### config.mk
export PLATFORM = sky130hd
export DESIGN_NAME = rc5_key_expand
export DESIGN_NICKNAME = d
export VERILOG_FILES = /design/src/rtl/rc5_pkg.sv /design/src/rtl/rc5_ks_mix.sv /design/src/rtl/rc5_key_expand.sv
export SDC_FILE = /design/constraint.sdc
export NUM_CORES = 2
export LEC_CHECK = 0
export CAP_MARGIN = 20
export CORE_MARGIN = 2
export CORE_UTILIZATION = 50
export DETAILED_ROUTE_END_ITERATION = 8
export PLACE_DENSITY = 0.76
export SLEW_MARGIN = 20
export SYNTH_ARGS = -nofsm -noshare
export SYNTH_HDL_FRONTEND = slang
export SYNTH_SLANG_ARGS = --single-unit
### constraint.sdc
create_clock -name clk -period 26.9 [get_ports clk]
set_input_delay 2.69 -clock clk [delete_from_list [all_inputs] [get_ports clk]]
set_output_delay 2.69 -clock clk [all_outputs]
set_load 0.01 [all_outputs]
### src/rtl/rc5_pkg.sv
// rc5_pkg: shared RC5-32 definitions for the key schedule and the
// encrypt/decrypt core.
//   W, P32, Q32  : word width and the RC5 magic constants
//   rotl32()     : 32-bit rotate left by a 5-bit amount
//   ks_state_e   : key-schedule FSM states
package rc5_pkg;

    localparam int          W   = 32;
    localparam logic [31:0] P32 = 32'hB7E15163;
    localparam logic [31:0] Q32 = 32'h9E3779B9;

    typedef enum logic [1:0] {
        KS_IDLE = 2'd0,
        KS_INIT = 2'd1,
        KS_MIX  = 2'd2,
        KS_DONE = 2'd3
    } ks_state_e;

    // Right-shift by (-amt mod 32) keeps amt==0 a plain pass-through.
    function automatic logic [31:0] rotl32(input logic [31:0] x, input logic [4:0] amt);
        logic [4:0] w_ramt;
        w_ramt = 5'd0 - amt;
        return (x << amt) | (x >> w_ramt);
    endfunction

endpackage

### src/rtl/rc5_ks_mix.sv
// rc5_ks_mix: one combinational step of the RC5 key-mixing loop.
//   i_s_i  : current S[i]
//   i_l_j  : current L[j]
//   i_a    : running A
//   i_b    : running B
//   o_a    : A' = rotl(S[i]+A+B, 3)
//   o_b    : B' = rotl(L[j]+A'+B, (A'+B)[4:0])
module rc5_ks_mix
    import rc5_pkg::*;
(
    input  logic [31:0] i_s_i,
    input  logic [31:0] i_l_j,
    input  logic [31:0] i_a,
    input  logic [31:0] i_b,
    output logic [31:0] o_a,
    output logic [31:0] o_b
);

    logic [31:0] w_a_nxt;
    logic [31:0] w_ab;

    assign w_a_nxt = rotl32(i_s_i + i_a + i_b, 5'd3);
    assign w_ab    = w_a_nxt + i_b;
    assign o_a     = w_a_nxt;
    assign o_b     = rotl32(i_l_j + w_ab, w_ab[4:0]);

endmodule

### src/rtl/rc5_key_expand.sv
// rc5_key_expand: RC5-32/ROUNDS/16 key schedule. Expands a 128-bit key into
// the S table of T = 2*ROUNDS+2 subkeys, read through an asynchronous port.
//   clk        : clock, rising edge
//   rst        : asynchronous active-low reset
//   start      : pulse, capture key and expand (accepted in IDLE/DONE only)
//   key        : user key, L[0] = key[31:0]
//   busy       : high in INIT and MIX
//   key_valid  : S table complete and stable
//   s_rd_addr  : subkey index 0..T-1
//   s_rd_data  : S[s_rd_addr], zero for addresses >= T
// Build option: RC5_KS_ZEROIZE_EN clears L on DONE entry and clears S and L
// on reset. Cycle timing is the same either way.
//
// state   | meaning
// KS_IDLE | waiting for start after reset
// KS_INIT | S[i] = P32 + i*Q32, one word per cycle, T cycles
// KS_MIX  | 3*max(T,KEYWORDS) mixing steps, one per cycle
// KS_DONE | table valid; start restarts the schedule
module rc5_key_expand
    import rc5_pkg::*;
#(
    parameter int ROUNDS   = 12,
    parameter int KEYWORDS = 4
)(
    input  logic                  clk,
    input  logic                  rst,
    input  logic                  start,
    input  logic [32*KEYWORDS-1:0] key,
    output logic                  busy,
    output logic                  key_valid,
    input  logic [4:0]            s_rd_addr,
    output logic [31:0]           s_rd_data
);

    localparam int T  = 2*ROUNDS + 2;
    localparam int N  = 3 * ((T > KEYWORDS) ? T : KEYWORDS);
    localparam int CW = $clog2(N);
    localparam int JW = $clog2(KEYWORDS);

    localparam logic [4:0]    T_LAST = 5'(T - 1);
    localparam logic [JW-1:0] J_LAST = JW'(KEYWORDS - 1);
    localparam logic [CW-1:0] INIT_LOAD = CW'(T - 1);
    localparam logic [CW-1:0] MIX_LOAD  = CW'(N - 1);

    ks_state_e      r_state;
    logic           r_busy;
    logic           r_key_valid;
    logic [CW-1:0]  r_cnt;
    logic [4:0]     r_i;
    logic [JW-1:0]  r_j;
    logic [31:0]    r_a;
    logic [31:0]    r_b;
    logic [31:0]    r_pq;
    logic [31:0]    r_s [T];
    logic [31:0]    r_l [KEYWORDS];

    logic [31:0]    w_s_i;
    logic [31:0]    w_l_j;
    logic [31:0]    w_a_nxt;
    logic [31:0]    w_b_nxt;
    logic           w_accept;
    logic           w_s_we;
    logic [31:0]    w_s_wdata;
    logic           w_l_we;
    logic           w_mix_last;

    assign w_s_i = r_s[r_i];
    assign w_l_j = r_l[r_j];

    rc5_ks_mix u_mix (
        .i_s_i (w_s_i),
        .i_l_j (w_l_j),
        .i_a   (r_a),
        .i_b   (r_b),
        .o_a   (w_a_nxt),
        .o_b   (w_b_nxt)
    );

    assign w_accept   = start && (r_state == KS_IDLE || r_state == KS_DONE);
    assign w_mix_last = (r_state == KS_MIX) && (r_cnt == '0);
    assign w_l_we     = (r_state == KS_MIX);

    always_comb begin
        w_s_we    = 1'b0;
        w_s_wdata = w_a_nxt;
        if (r_state == KS_INIT) begin
            w_s_we    = 1'b1;
            w_s_wdata = r_pq;
        end else if (r_state == KS_MIX) begin
            w_s_we    = 1'b1;
        end
    end

    always_ff @(posedge clk or negedge rst) begin
        if (!rst) begin
            r_state     <= KS_IDLE;
            r_busy      <= 1'b0;
            r_key_valid <= 1'b0;
            r_cnt       <= '0;
            r_i         <= '0;
            r_j         <= '0;
            r_a         <= '0;
            r_b         <= '0;
            r_pq        <= '0;
        end else begin
            case (r_state)
                KS_IDLE, KS_DONE: begin
                    if (start) begin
                        r_state     <= KS_INIT;
                        r_busy      <= 1'b1;
                        r_key_valid <= 1'b0;
                        r_i         <= '0;
                        r_cnt       <= INIT_LOAD;
                        r_pq        <= P32;
                    end else if (r_state == KS_DONE) begin
                        // Valid one cycle after DONE entry, giving T+N+1 latency.
                        r_key_valid <= 1'b1;
                    end
                end
                KS_INIT: begin
                    r_pq <= r_pq + Q32;
                    if (r_cnt == '0) begin
                        r_state <= KS_MIX;
                        r_i     <= '0;
                        r_j     <= '0;
                        r_a     <= '0;
                        r_b     <= '0;
                        r_cnt   <= MIX_LOAD;
                    end else begin
                        r_i     <= r_i + 5'd1;
                        r_cnt   <= r_cnt - 1'b1;
                    end
                end
                KS_MIX: begin
                    r_a <= w_a_nxt;
                    r_b <= w_b_nxt;
                    r_i <= (r_i == T_LAST) ? 5'd0 : r_i + 5'd1;
                    r_j <= (r_j == J_LAST) ? '0 : r_j + 1'b1;
                    if (r_cnt == '0) begin
                        r_state <= KS_DONE;
                        r_busy  <= 1'b0;
                    end else begin
                        r_cnt   <= r_cnt - 1'b1;
                    end
                end
                default: begin
                    r_state <= KS_IDLE;
                    r_busy  <= 1'b0;
                end
            endcase
        end
    end

`ifdef RC5_KS_ZEROIZE_EN
    always_ff @(posedge clk or negedge rst) begin
        if (!rst) begin
            for (int k = 0; k < T; k++) r_s[k] <= '0;
            for (int k = 0; k < KEYWORDS; k++) r_l[k] <= '0;
        end else begin
            if (w_s_we) r_s[r_i] <= w_s_wdata;
            if (w_accept) begin
                for (int k = 0; k < KEYWORDS; k++) r_l[k] <= key[32*k +: 32];
            end else if (w_mix_last) begin
                for (int k = 0; k < KEYWORDS; k++) r_l[k] <= '0;
            end else if (w_l_we) begin
                r_l[r_j] <= w_b_nxt;
            end
        end
    end
`else
    always_ff @(posedge clk) begin
        if (w_s_we) r_s[r_i] <= w_s_wdata;
        if (w_accept) begin
            for (int k = 0; k < KEYWORDS; k++) r_l[k] <= key[32*k +: 32];
        end else if (w_l_we) begin
            r_l[r_j] <= w_b_nxt;
        end
    end
`endif

    assign busy      = r_busy;
    assign key_valid = r_key_valid;
    assign s_rd_data = (s_rd_addr < 5'(T)) ? r_s[s_rd_addr] : 32'd0;

endmodule
==> results.cfg <==
[synthesis]
syn-cell-area_um2 = 59100
dominantRegCellSynth = sky130_fd_sc_hd__edfxtp_1
synth-async-reset-ratio_pct = 10.6
synth_seq_area_share_pct = 53.6
yosys_warnings = 0
synth-edff-count = 960
synthesis.area_per_instance_um2 = 13.9
synth.ff_latch_count = 1074
synthCells = 4249
post_synth_num_cell_types = 96
number_of_nets_produced_by_synthesis = 4525

[final_layout]
nFillCells = 9077
final_cell_mix = sky130_fd_sc_hd__edfxtp_1 (960), sky130_fd_sc_hd__mux4_2 (420), sky130_fd_sc_hd__nand2_1 (301)
layout-drive-gt1-share_pct = 21.0
multiInputGateArea_um2 = 26400
final_common_cell = sky130_fd_sc_hd__edfxtp_1
seqCellArea_um2 = 31700
area_growth_syn_to_layout_pct = 12.5
design.final.nets = 4618

[timing]
fin_hold_ws_ns = 0.501
slew_viol_final = 0
grt_setup_unrepaired = no
timing.final.crit_share_pct = 54.5
final.setup_skew_ns = 0.0959
final_report_hold_violation_count = 0
layout_min_cycle_time_ns = 14.66
setup-tns-final_ns = 0
slew_headroom_pct = 23.9
worst_slew_pin_slew_ns = 1.13
setup_viol_count_final = 0
post-route-worst-setup-slack_ns = 12.24
max_freq_ghz = 0.0682

[outcome]
status = finished clean

[power_and_ir_drop]
switching_part_of_the_total_pct = 21.5
power_frac_clock_pct = 45.1
total_switching_power_mw = 0.756
power.combinational.fraction_pct = 3.9
cellPowerDensity_nw_per_um2 = 52.8
p_int_mw = 2.76
seqPwrFrac_pct = 51.0
max-vdd-ir-drop_mv = 0.0581
cellLeakagePower_nw = 22.9

[worst_setup_path]
reg2reg_setup_slack_ns = 12.24
critical_path_arrival_ns = 15.10
r2r.worst_path.cells = 45
launch_point_of_the_worst_reg_to_reg_path = r_i[0]
crit_path_top_delay_cell = sky130_fd_sc_hd__dfrtp_4
critical_path.startpoint_type = flip-flop
crit_fanout = 43
critical_path_class = flip-flop to flip-flop
regToRegEndpoint = r_l[1][14]
timing.critical_path.required_ns = 27.34
critPathMaxStageDelay_ns = 0.95
timing.critical_path.to_type = flip-flop
critPathMostFrequentCell = sky130_fd_sc_hd__a21oi_1

[grt]
grt_antenna_before_repair = 2
grt_pass1_wl_mm = 284
grt_use_total_pct = 31.9
grt_pass1_vias = 41900
gr-total-overflow = 0
grt_max_degree = 100

[die]
pin_count = 170
die-height_um = 348
design.die.area_um2 = 121000
rows = 126
core_region_area_um2 = 118000
start_util_pct = 50.3
die_outline_width_um = 348

[clock_network]
cts_tree = built
cts_sinks = 1074
clock_insertion_delay_at_the_later_pin_of_the_skew_report_ns = 0.75
clk_path_buf_depth = 3
htreeDepth = 3
postCtsSetupBuffers = 0
path_clk_slew_ns = 0.06
tritoncts.num_buffers = 110
cts-hold-fix-buffers = 0
cts_resized = 0
cts-root-buf = sky130_fd_sc_hd__clkbuf_16

[hold_path]
hold_path_class = flip-flop to flip-flop
timing.hold.worst.start = r_cnt[2]
timing.hold.worst_path_depth = 1
holdPathEnd = r_cnt[2]

[route]
drt_first_pass_iters = 6
wire_per_inst_um = 32.8
drt_wl_total_mm = 196
detail_route.vias_per_cell = 7.09
count_of_unresolved_drc_violations_after_routing = 0
vias = 42400
detailedRoute.firstIterationViolations = 6457
ant_nets = 0

[placement]
hpwl_mm = 124
place_ws_ns = 12.67
finalWeightedCongestion = 1.00
portBuffers = 169

[flow_run]
timing.max_cap.violations = 0
area by class of cell:
type / count / area share [%]
timing repair buffer: 279 / 3.79
inverter: 56 / 0.316
antenna: 1 / 0.00376
sequential: 1074 / 47.7
clock inverter: 78 / 1.33
multi-input combinational: 2821 / 39.7
tap: 1536 / 2.89
clock buffer: 131 / 4.27
worst max path at each step:
stage | depth (start not counted) | to | from | slack (ns)
floorplan | 47 | r_l[0][1] | r_i[0] | 14.99
global placement | 45 | r_l[1][14] | r_i[0] | 12.97
detailed placement | 45 | r_l[1][14] | r_i[0] | 12.67
CTS | 45 | r_l[1][14] | r_i[0] | 12.59
global route | 45 | r_l[1][14] | r_i[0] | 11.41
finish | 45 | r_l[1][14] | r_i[0] | 12.24
worst max-delay path: cells and delay by family, from the launching register on:
family	cells	cell delay [ns]
xor gates and xnor gates	2	0.49
AOI/OAI and AO/OA	25	7.62
and+or+nand+nor	9	1.15
DFF	1	0.95
adders and majority gates	4	1.61
buffers and inverters	3	1.65
muxes	2	0.88
registers in the layout (all words and copies together), names as in the netlist:
register,cells
r_cnt,7
key_valid,1
r_j,2
r_i,5
r_l,128
r_a,32
busy,1
r_s,832
r_b,32
r_state,2
r_pq,32
cell families (layout without fill, tap and decap cells):
kind of cell             Yosys count  count (layout)  synth area share [%]
AO/OA/AOI/OAI                   1029            1029                  11.7
adder cells (fa/ha/maj)          140             140                  3.39
XOR/XNOR                         105             105                  1.57
flip-flops                      1074            1074                  53.6
other                              0               1                     0
multiplexers                     706             706                  21.1
AND/OR/NAND/NOR                  841             841                  6.35
buffers and inverters            354             544                  2.26
synth_stat cells (all sizes together), types with 53 or more instances:
master    n  share of area (%)
o21ai   205                1.7
nor2    269                1.7
mux2    129                2.5
inv      54               0.34
clkbuf  224                1.4
mux4    420                 16
xnor2    71                1.1
nand2   305                1.9
ha      106                2.2
nand3    53               0.46
a21oi   275                2.3
edfxtp  960                 49
buf      74               0.49
mux2i   157                2.7
o221ai   66               0.98
dfrtp   114                4.8
per-layer routing:
layer	routed length [um]	track usage, %	up-vias
met4	12600	17.2	2
met5	13	0	-
met3	24100	7.67	671
met1	69100	41.6	21200
li1	-	-	17300
met2	90100	49.8	3168
power by group through the flow:
stage / Clock, mW / Sequential, mW / Combinational, mW
after global placement: 0 / 1.83 / 0.134
after global routing: 1.65 / 1.79 / 0.143
final: 1.58 / 1.79 / 0.137
after CTS: 1.59 / 1.79 / 0.136
after floorplan: 0 / 1.83 / 0.0729
after detailed placement: 0 / 1.83 / 0.134
stage by stage:
stage	util (%)	instance area [um2]	std cells	total power, mW
final	56.5	66500	5976	3.51
after global routing	56.5	66500	5975	3.59
after global placement	53.4	62700	5765	1.96
after floorplan	-	59100	4249	1.90
after detailed placement	53.4	62800	5766	1.96
after CTS	56.5	66500	5975	3.52
(Power assumes the default switching activity.)
